### src/rtl/key_blink_pkg.sv
// Shared types and the round-robin pick helper for the key blink scheduler.
package key_blink_pkg;

    localparam int unsigned MAX_KEYS = 8;
    localparam int unsigned MAX_IDW  = 3;

    typedef enum logic [1:0] {
        CLS_SHORT = 2'd0,
        CLS_MID   = 2'd1,
        CLS_LONG  = 2'd2
    } cls_e;

    typedef enum logic [1:0] {
        ST_IDLE  = 2'd0,
        ST_BLINK = 2'd1,
        ST_GAP   = 2'd2
    } state_e;

    // First set bit of pend searching upward from ptr, wrapping at num_keys.
    function automatic logic [MAX_IDW-1:0] rr_pick(
        input logic [MAX_KEYS-1:0] pend,
        input logic [MAX_IDW-1:0]  ptr,
        input int unsigned         num_keys
    );
        logic [MAX_IDW-1:0] pick;
        logic               found;
        int unsigned        idx;
        pick  = '0;
        found = 1'b0;
        for (int unsigned i = 0; i < MAX_KEYS; i++) begin
            if (i < num_keys) begin
                idx = 32'(ptr) + i;
                if (idx >= num_keys) begin
                    idx = idx - num_keys;
                end
                if (!found && pend[idx[MAX_IDW-1:0]]) begin
                    pick  = idx[MAX_IDW-1:0];
                    found = 1'b1;
                end
            end
        end
        return pick;
    endfunction

endpackage

### src/rtl/key_press_classifier.sv
// Times one key's press and classifies it as short/mid/long on release.
module key_press_classifier
    import key_blink_pkg::*;
#(
    parameter int unsigned CNT_W  = 32,
    parameter int unsigned T_MID  = 50_000_000,
    parameter int unsigned T_LONG = 100_000_000
) (
    input  logic clk,
    input  logic rst,
    input  logic key_in,
    output logic release_c,
    output logic press_c,
    output cls_e cls_o
);

    localparam logic [CNT_W-1:0] CNT_MAX = '1;

    logic             key_q;
    logic [CNT_W-1:0] cnt_q, cnt_d;
    cls_e             cls_q, cls_d;

    assign release_c = key_q & ~key_in;
    assign press_c   = key_in & ~key_q;
    assign cls_o     = cls_q;

    // Saturating press timer; classify and clear on release.
    always_comb begin
        cnt_d = cnt_q;
        cls_d = cls_q;
        if (release_c) begin
            cnt_d = '0;
            if (cnt_q > CNT_W'(T_LONG)) begin
                cls_d = CLS_LONG;
            end else if (cnt_q > CNT_W'(T_MID)) begin
                cls_d = CLS_MID;
            end else begin
                cls_d = CLS_SHORT;
            end
        end else if (key_in && (cnt_q != CNT_MAX)) begin
            cnt_d = cnt_q + CNT_W'(1);
        end
    end

    // Timer, class and previous-key registers.
    always_ff @(posedge clk) begin
        if (rst) begin
            key_q <= 1'b0;
            cnt_q <= '0;
            cls_q <= CLS_SHORT;
        end else begin
            key_q <= key_in;
            cnt_q <= cnt_d;
            cls_q <= cls_d;
        end
    end

endmodule

### src/rtl/key_blink_scheduler.sv
// Round-robin sharing of one LED blink engine between several keys.
module key_blink_scheduler
    import key_blink_pkg::*;
#(
    parameter int unsigned NUM_KEYS    = 4,
    parameter int unsigned CNT_W       = 32,
    parameter int unsigned T_MID       = 50_000_000,
    parameter int unsigned T_LONG      = 100_000_000,
    parameter int unsigned HALF_PERIOD = 25_000_000,
    parameter int unsigned N_SHORT     = 10,
    parameter int unsigned N_MID       = 20,
    parameter int unsigned N_LONG      = 40,
    localparam int unsigned IDW        = $clog2(NUM_KEYS)
) (
    input  logic                clk,
    input  logic                rst,
    input  logic [NUM_KEYS-1:0] key_in,
    output logic                led_out,
    output logic                grant_valid,
    output logic [IDW-1:0]      grant_id,
    output logic [NUM_KEYS-1:0] pending
);

    logic [NUM_KEYS-1:0] release_c;
    logic [NUM_KEYS-1:0] press_c;
    cls_e                cls [NUM_KEYS];

    state_e              state_q, state_d;
    logic [NUM_KEYS-1:0] pending_q, pending_d;
    logic [IDW-1:0]      rr_q, rr_d;
    logic [IDW-1:0]      gid_q, gid_d;
    logic                gv_q, gv_d;
    logic                led_q, led_d;
    logic [CNT_W-1:0]    phase_q, phase_d;
    logic [CNT_W-1:0]    tog_q, tog_d;
    logic [CNT_W-1:0]    target_q, target_d;
    logic [IDW-1:0]      pick_c;

    // Toggle count for a press class.
    function automatic logic [CNT_W-1:0] n_of(input cls_e c);
        case (c)
            CLS_LONG: n_of = CNT_W'(N_LONG);
            CLS_MID:  n_of = CNT_W'(N_MID);
            default:  n_of = CNT_W'(N_SHORT);
        endcase
    endfunction

    for (genvar g = 0; g < NUM_KEYS; g++) begin : g_key
        key_press_classifier #(
            .CNT_W  (CNT_W),
            .T_MID  (T_MID),
            .T_LONG (T_LONG)
        ) u_cls (
            .clk       (clk),
            .rst       (rst),
            .key_in    (key_in[g]),
            .release_c (release_c[g]),
            .press_c   (press_c[g]),
            .cls_o     (cls[g])
        );
    end

    assign led_out     = led_q;
    assign grant_valid = gv_q;
    assign grant_id    = gid_q;
    assign pending     = pending_q;

    // Scheduler FSM and blink engine next-state.
    always_comb begin
        state_d   = state_q;
        pending_d = pending_q;
        rr_d      = rr_q;
        gid_d     = gid_q;
        gv_d      = gv_q;
        led_d     = led_q;
        phase_d   = phase_q;
        tog_d     = tog_q;
        target_d  = target_q;
        pick_c    = IDW'(rr_pick(MAX_KEYS'(pending_q), MAX_IDW'(rr_q), NUM_KEYS));

        case (state_q)
            ST_IDLE: begin
                led_d = 1'b0;
                gv_d  = 1'b0;
                if (|pending_q) begin
                    state_d           = ST_BLINK;
                    gv_d              = 1'b1;
                    gid_d             = pick_c;
                    pending_d[pick_c] = 1'b0;
                    target_d          = n_of(cls[pick_c]);
                    phase_d           = '0;
                    tog_d             = '0;
                    rr_d              = (pick_c == IDW'(NUM_KEYS - 1)) ? '0 : pick_c + IDW'(1);
                end
            end
            ST_BLINK: begin
                if (press_c[gid_q]) begin
                    state_d = ST_GAP;
                    gv_d    = 1'b0;
                    led_d   = 1'b0;
                end else if (phase_q == CNT_W'(HALF_PERIOD - 1)) begin
                    led_d   = ~led_q;
                    phase_d = '0;
                    tog_d   = tog_q + CNT_W'(1);
                    if (tog_d == target_q) begin
                        state_d = ST_GAP;
                        gv_d    = 1'b0;
                    end
                end else begin
                    phase_d = phase_q + CNT_W'(1);
                end
            end
            ST_GAP: begin
                state_d = ST_IDLE;
                gv_d    = 1'b0;
                led_d   = 1'b0;
            end
            default: begin
                state_d = ST_IDLE;
                gv_d    = 1'b0;
                led_d   = 1'b0;
            end
        endcase

        // A release in the grant cycle re-arms the flag.
        pending_d = pending_d | release_c;
    end

    // State and engine registers.
    always_ff @(posedge clk) begin
        if (rst) begin
            state_q   <= ST_IDLE;
            pending_q <= '0;
            rr_q      <= '0;
            gid_q     <= '0;
            gv_q      <= 1'b0;
            led_q     <= 1'b0;
            phase_q   <= '0;
            tog_q     <= '0;
            target_q  <= '0;
        end else begin
            state_q   <= state_d;
            pending_q <= pending_d;
            rr_q      <= rr_d;
            gid_q     <= gid_d;
            gv_q      <= gv_d;
            led_q     <= led_d;
            phase_q   <= phase_d;
            tog_q     <= tog_d;
            target_q  <= target_d;
        end
    end

endmodule
### config.mk
export PLATFORM = sky130hd
export DESIGN_NAME = key_blink_scheduler
export DESIGN_NICKNAME = d
export VERILOG_FILES = /design/src/rtl/key_blink_pkg.sv /design/src/rtl/key_press_classifier.sv /design/src/rtl/key_blink_scheduler.sv
export SDC_FILE = /design/constraint.sdc
export NUM_CORES = 1
export LEC_CHECK = 0
export ABC_AREA = 1
export ABC_CLOCK_PERIOD_IN_PS = 6500
export CAP_MARGIN = 20
export CORE_ASPECT_RATIO = 0.7
export CORE_MARGIN = 8
export CORE_UTILIZATION = 30
export CTS_CLUSTER_SIZE = 8
export DETAILED_ROUTE_END_ITERATION = 12
export GPL_TIMING_DRIVEN = 0
export PLACE_DENSITY = 0.47
export SYNTH_ARGS = -nofsm -noshare
export SYNTH_HDL_FRONTEND = slang
export SYNTH_SLANG_ARGS = --single-unit
### constraint.sdc
create_clock -name clk -period 6.5 [get_ports clk]
set_input_delay 1.95 -clock clk [delete_from_list [all_inputs] [get_ports clk]]
set_output_delay 1.95 -clock clk [all_outputs]
set_load 0.01 [all_outputs]
== After elaboration in Yosys (flattened, before gate mapping) ==
Cells that the tools add are included.
Word-level totals
  RAM bits: 0
  bits in latches: 0
  memories kept: 0
  word-level logic and storage cells: 171
  ROM bits: 0
  register bits after elaboration: 248
  output and inout bits: 8
Operators by class
  divide/modulo/power cells: 0
  $add $sub $neg: 14
  bitwise operators: 22
  multipliers: 0
  reduce and logical (&&, ||, !) cells: 24
  shift-type cells: 0
  muxes and demuxes: 55
  equality and inequality tests: 15
  order comparisons: 20
Operator list (number)
  $add A32 B1 Y32 const B: 6
  $mux W32: 5
  $gt A32 B26 Y1 const B: 4
  $gt A32 B27 Y1 const B: 4
  $ne A32 B32 Y1 const B: 4
  $pmux W32 S2: 2
  $eq A32 B25 Y1 const B: 1
  $eq A32 B32 Y1: 1
  $mux W2: 15
  $mux W1: 17
  $lt A3 B4 Y1 const B: 4
  $bmux W1 S3: 4
  $ge A3 B3 Y1 const B: 4
  $mux W3: 4
  $pmux W6 S2: 1
  $not A1 Y1: 10
  $sub A3 B3 Y3 const B: 3
  $and A1 B1 Y1: 8
  $logic_and A1 B1 Y1: 8
  $mux W4: 2
  $reduce_or A2 Y1: 4
  $add A2 B2 Y3 const B: 2
  $lt A2 B3 Y1 const B: 2
  $ne A2 B2 Y1 const B: 3
  25 further kinds: 32

== Depth between registers and ports, before layout ==
  word-level depth: 23
  mapped depth: 18
  gate-level depth less buffers: 17

== Cells and area by module ==
Synthesis repeated with hierarchy kept, for this count alone.
Unflattened totals
  cells, all modules: 2665
  area total of the unflattened synthesis: 15802.7 um^2
Modules (own cells, without submodules)
  key_press_classifier (g_key[0].u_cls ...): instances 3, cells each 469, area an instance 2650.0 um^2, seq. area each 700.7 um^2
  key_blink_scheduler: instances 1, cells each 802, area an instance 5078.6 um^2, seq. area each 1601.5 um^2
  key_press_classifier (g_key[3].u_cls): instances 1, cells each 456, area an instance 2773.9 um^2, seq. area each 700.7 um^2

== Worst setup path after synthesis ==
OpenSTA, ideal clock, no wires.
  path type: input -> register
  from: input key_in[3]
  to: register phase_q[19]
  stages: 10
  data required time: 6.364 ns
  path buffers: 0
  arrival: 3.032 ns
  path slack: 3.333 ns
  cells stage by stage: nand3_1 -> nand3_1 -> nand2_1 -> nand2_1 -> nand2_2 -> nand3_1 -> nor2_1 -> inv_1 -> nor3_1 -> a31oi_1
On the way
  word-level cells in the longest chain between the ends: 5
RTL lines
  from (decl): line key_blink_scheduler.sv:17  | input logic [NUM_KEYS-1:0] key_in,
  $and A1 B1 Y1: line key_press_classifier.sv:24  | assign press_c = key_in & ~key_q;
  $bmux W1 S2: line key_blink_scheduler.sv:97  | if (press_c[gid_q]) begin
  $mux W1 (not written as such): line key_blink_scheduler.sv:97
  $ne A2 B2 Y1 (no source line)
  $reduce_and A3 Y1 (no source line)
  to (signal assigned): line key_blink_scheduler.sv:148  | phase_q <= phase_d;
  to (decl): line key_blink_scheduler.sv:34  | logic [CNT_W-1:0] phase_q, phase_d;
No other way between the ends. The select of a mux whose other input is x is not followed.
A chain may end at the register's enable or synchronous reset.

== Final worst setup path ==
  from: input rst
  to: register g_key[2].u_cls.cnt_q[21]
On the way
  word-level cells in the longest chain between the ends: 1
RTL lines
  from (decl): line key_blink_scheduler.sv:16  | input logic rst,
  $reduce_or A2 Y1 (no source line)
  to (signal assigned): line key_press_classifier.sv:53  | cnt_q <= cnt_d;
  to (decl): line key_press_classifier.sv:20  | logic [CNT_W-1:0] cnt_q, cnt_d;
No other way between the ends.

==> results.md <==
- Outcome: finished clean
- FFs w/ async S/R, synth: 0%
- Clk_lat worst skew: 570 ps
- Maximum vdd drop: 0.202 mV
- CTS buffer count: 31
- Synth top area cells: dfxtp_1 (35%), nand2_1 (13%), nor2_1 (8.5%), inv_1 (7.5%), a21oi_1 (5.8%)
- Pins Over Slew Limit: 0
- # H-tree levels: 1
- Ant diodes: 0
- Setup crit end: g_key[2].u_cls.cnt_q[21]$_SDFFE_PP0P_
- Starting Density: 30.2%
- EDFF count, synth: 0
- Netlist cell types: 54
- Crit start category: primary input
- DRC: 0
- Worst-path fanout max: 10
- Total track usage: 14.8%
- Share of the synthesized area in the top cell type: 34.7%
- Count of final setup violators: 0
- Syn Inst Count: 1976
- GRT overflow: 0
- Vias/cell: 4.94
- Rows: 63
- CP peak stage delay: 680 ps
- Worst Setup SP: rst
- WP data required: 6990 ps
- Total setup buffers inserted after CTS: 0
- R2R depth: 17
- Initial antenna violation count: 0
- Layout cells sized above 1: 6.33%
- CTS Sinks: 220
- FF-to-FF setup slack: 4000 ps
- Most used cell, CP: clkbuf_1
- Initial DRC count: 993
- WL met1: 20.1 mm
- Relative slew slack: 49.7%
- Detailed route wirelength on metal3: 2.21 mm
- Wire length on met2: 13.7 mm
- Minimum setup slack after placement: 1610 ps
- Prevailing post-synth register cell: dfxtp_1
- CTS tree: done
- Synth Warn #: 0
- Final setup TNS: 0 ps
- Clock tree buffer depth: 3
- Top-Level Pins: 14
- Synth Register Bits: 220
- Area of the multi-input gates: 7130 um2
- Largest net degree at the start of global routing: 16
- Root Driver: clkbuf_16
- Max Freq: 0.237 GHz
- Core Region: 42000 um2
- Post-CTS Resized: 0
- Max-cap check violation count: 0
- Worst Slack Setup Final: 2280 ps
- RSZ-0062 raised after global routing: no
- Leakage power: 0.00497 uW
- Worst reg2reg path startpoint: rr_q[0]$_SDFFE_PP0P_
- FF-to-FF End: target_q[1]$_SDFFE_PP0P_
- Die Wd: 262 um
- Clock period minus worst slack: 4220 ps
- First-pass GRT wire length: 60.6 mm
- Worst Tran Pin Value: 752 ps
- Via count: 12725
- Uppermost layer routed: met4
- HPWL after DPL: 28.0 mm
- Worst path slowest cell: nor2_1
- PortBufs: 13
- Sequential area share after synthesis: 34.7%
- Fin nets: 2045
- Synthesized net count: 1999
- Die Y: 188 um
- CP Data Arrival Time: 4710 ps
- Area Growth Syn to Fin: 12.7%
- CP Class: primary input to flip-flop
- Hold WC Path Type: flip-flop to flip-flop
- Final WL: 36.7 mm
- Cell taking the most area after synthesis: dfxtp_1
- FF/Latch Area: 4400 um2
- Worst setup EP type: flip-flop
- Routed length per placed instance: 14.3 um
- Die area: 49200 um2
- DRT antenna net count: 0
- Vias in the first global route: 11389
- GPL Wtd Cong: 0.876
- Cell Chain, Critical Path: clkdlybuf4s50_1 -> clkbuf_1 -> nor2_1 -> clkinv_1 -> clkbuf_1 -> nor3_1
- CTS clk-pin slew, worst paths: 50 ps
- Final Hold Vio Count: 0
- Mean Syn Cell Area: 6.42 um2
- Syn Std Cell Area: 12700 um2
- Worst Skew: 16.5 ps
- Final period utilization: 65.0%
- Post-CTS Hold Buffers: 0
- Fillers: 4563
- Drt pass-1 iters: 5
- Power density cells: 268 nW/um2
==> cell usage in the layout, fill, tap and decap left out, types with 20 or more instances in the layout <==
cell / netlist / layout
inv_1: 252 / 252
dfxtp_1: 220 / 220
a21oi_1: 146 / 146
nand3_1: 113 / 113
nor2_2: 22 / 22
nor2_1: 288 / 288
o21ai_0: 98 / 98
clkbuf_1: 19 / 20
xor2_1: 33 / 33
nand4_1: 57 / 57
nor4_1: 24 / 24
clkbuf_16: 0 / 31
nor3_1: 83 / 83
nand2_1: 449 / 449
==> sequential cells by signal, indices dropped and copies added, names as in the netlist <==
name / flops
g_key.u_cls.cnt_q: 128
phase_q: 32
tog_q: 32
g_key.u_cls.cls_o: 8
g_key.u_cls.key_q: 4
pending: 4
target_q: 4
grant_id: 2
rr_q: 2
state_q: 2
grant_valid: 1
led_out: 1
==> synthesized netlist by cell type, drive strengths merged (6+ instances only) <==
cell    instances
a31oi          12
o21ai         112
nor4           24
clkbuf         19
nand3         117
a21oi         147
dfxtp         220
nand2         463
and3            6
ha             17
inv           264
nor2          315
xnor2           9
a211oi          7
buf            15
nor3           92
nor3b          11
nand4          59
xor2           34
==> how the worst min path moves through the flow <==
stage	start	end	cells after the start	slack [ps]
6_report	g_key[2].u_cls.cnt_q[4]$_SDFFE_PP0P_	g_key[2].u_cls.cnt_q[4]$_SDFFE_PP0P_	2	470
5_1_grt	g_key[2].u_cls.cnt_q[4]$_SDFFE_PP0P_	g_key[2].u_cls.cnt_q[4]$_SDFFE_PP0P_	2	490
4_1_cts	g_key[2].u_cls.cnt_q[4]$_SDFFE_PP0P_	g_key[2].u_cls.cnt_q[4]$_SDFFE_PP0P_	2	470
3_5_place_dp	g_key[2].u_cls.cnt_q[4]$_SDFFE_PP0P_	g_key[2].u_cls.cnt_q[4]$_SDFFE_PP0P_	2	460
3_3_place_gp	g_key[2].u_cls.cnt_q[4]$_SDFFE_PP0P_	g_key[2].u_cls.cnt_q[4]$_SDFFE_PP0P_	2	460
2_1_floorplan	g_key[1].u_cls.cls_o[0]$_SDFFE_PP0P_	g_key[1].u_cls.cls_o[0]$_SDFFE_PP0P_	2	430
==> power by group <==
group	switching [uW]	internal, uW	total, uW
logic	596	277	873
clock network	589	831	1420
registers	102	1440	1540
total	1290	2550	3830
==> final cells by class <==
type / instances / share of cell area [%]
multi-input combinational: 1457 / 49.8
clock inverter: 2 / 0.0962
inverter: 265 / 6.97
clock buffer: 32 / 5.45
tap: 552 / 4.83
timing repair buffer: 13 / 0.910
sequential: 220 / 30.8
buffer: 34 / 1.14
==> kinds of logic after synthesis <==
family / share of synthesized area (%)
DFF: 34.7
xor gates and xnor gates: 3.03
adders and majority gates: 1.68
buffers and inverters: 9.14
AOI/OAI and AO/OA: 12.8
and+or+nand+nor: 38.6
==> metal layers <==
metal	track usage [%]	up-vias
met5	0.617	-
met1	23.9	5801
met2	19.3	311
li1	-	6568
met3	2.85	45
met4	2.94	0
==> stage by stage <==
step | cells | power [uW] | util [%] | area [um2] | hold slack [ps]
3_5_place_dp | 2541 | 2440 | 32.2 | 13500 | 464
5_1_grt | 2575 | 4090 | 34.0 | 14300 | 485
2_1_floorplan | 1976 | 2180 | - | 12700 | 426
3_3_place_gp | 2541 | 2440 | 32.2 | 13500 | 464
6_report | 2575 | 3830 | 34.0 | 14300 | 469
4_1_cts | 2575 | 3910 | 34.0 | 14300 | 471
==> critical path: cells and delay by family <==
family / cells / cell delay (ps)
AND/OR/NAND/NOR: 2 / 920
buffers and inverters: 4 / 1820
Power figures use the tool's default switching activity.
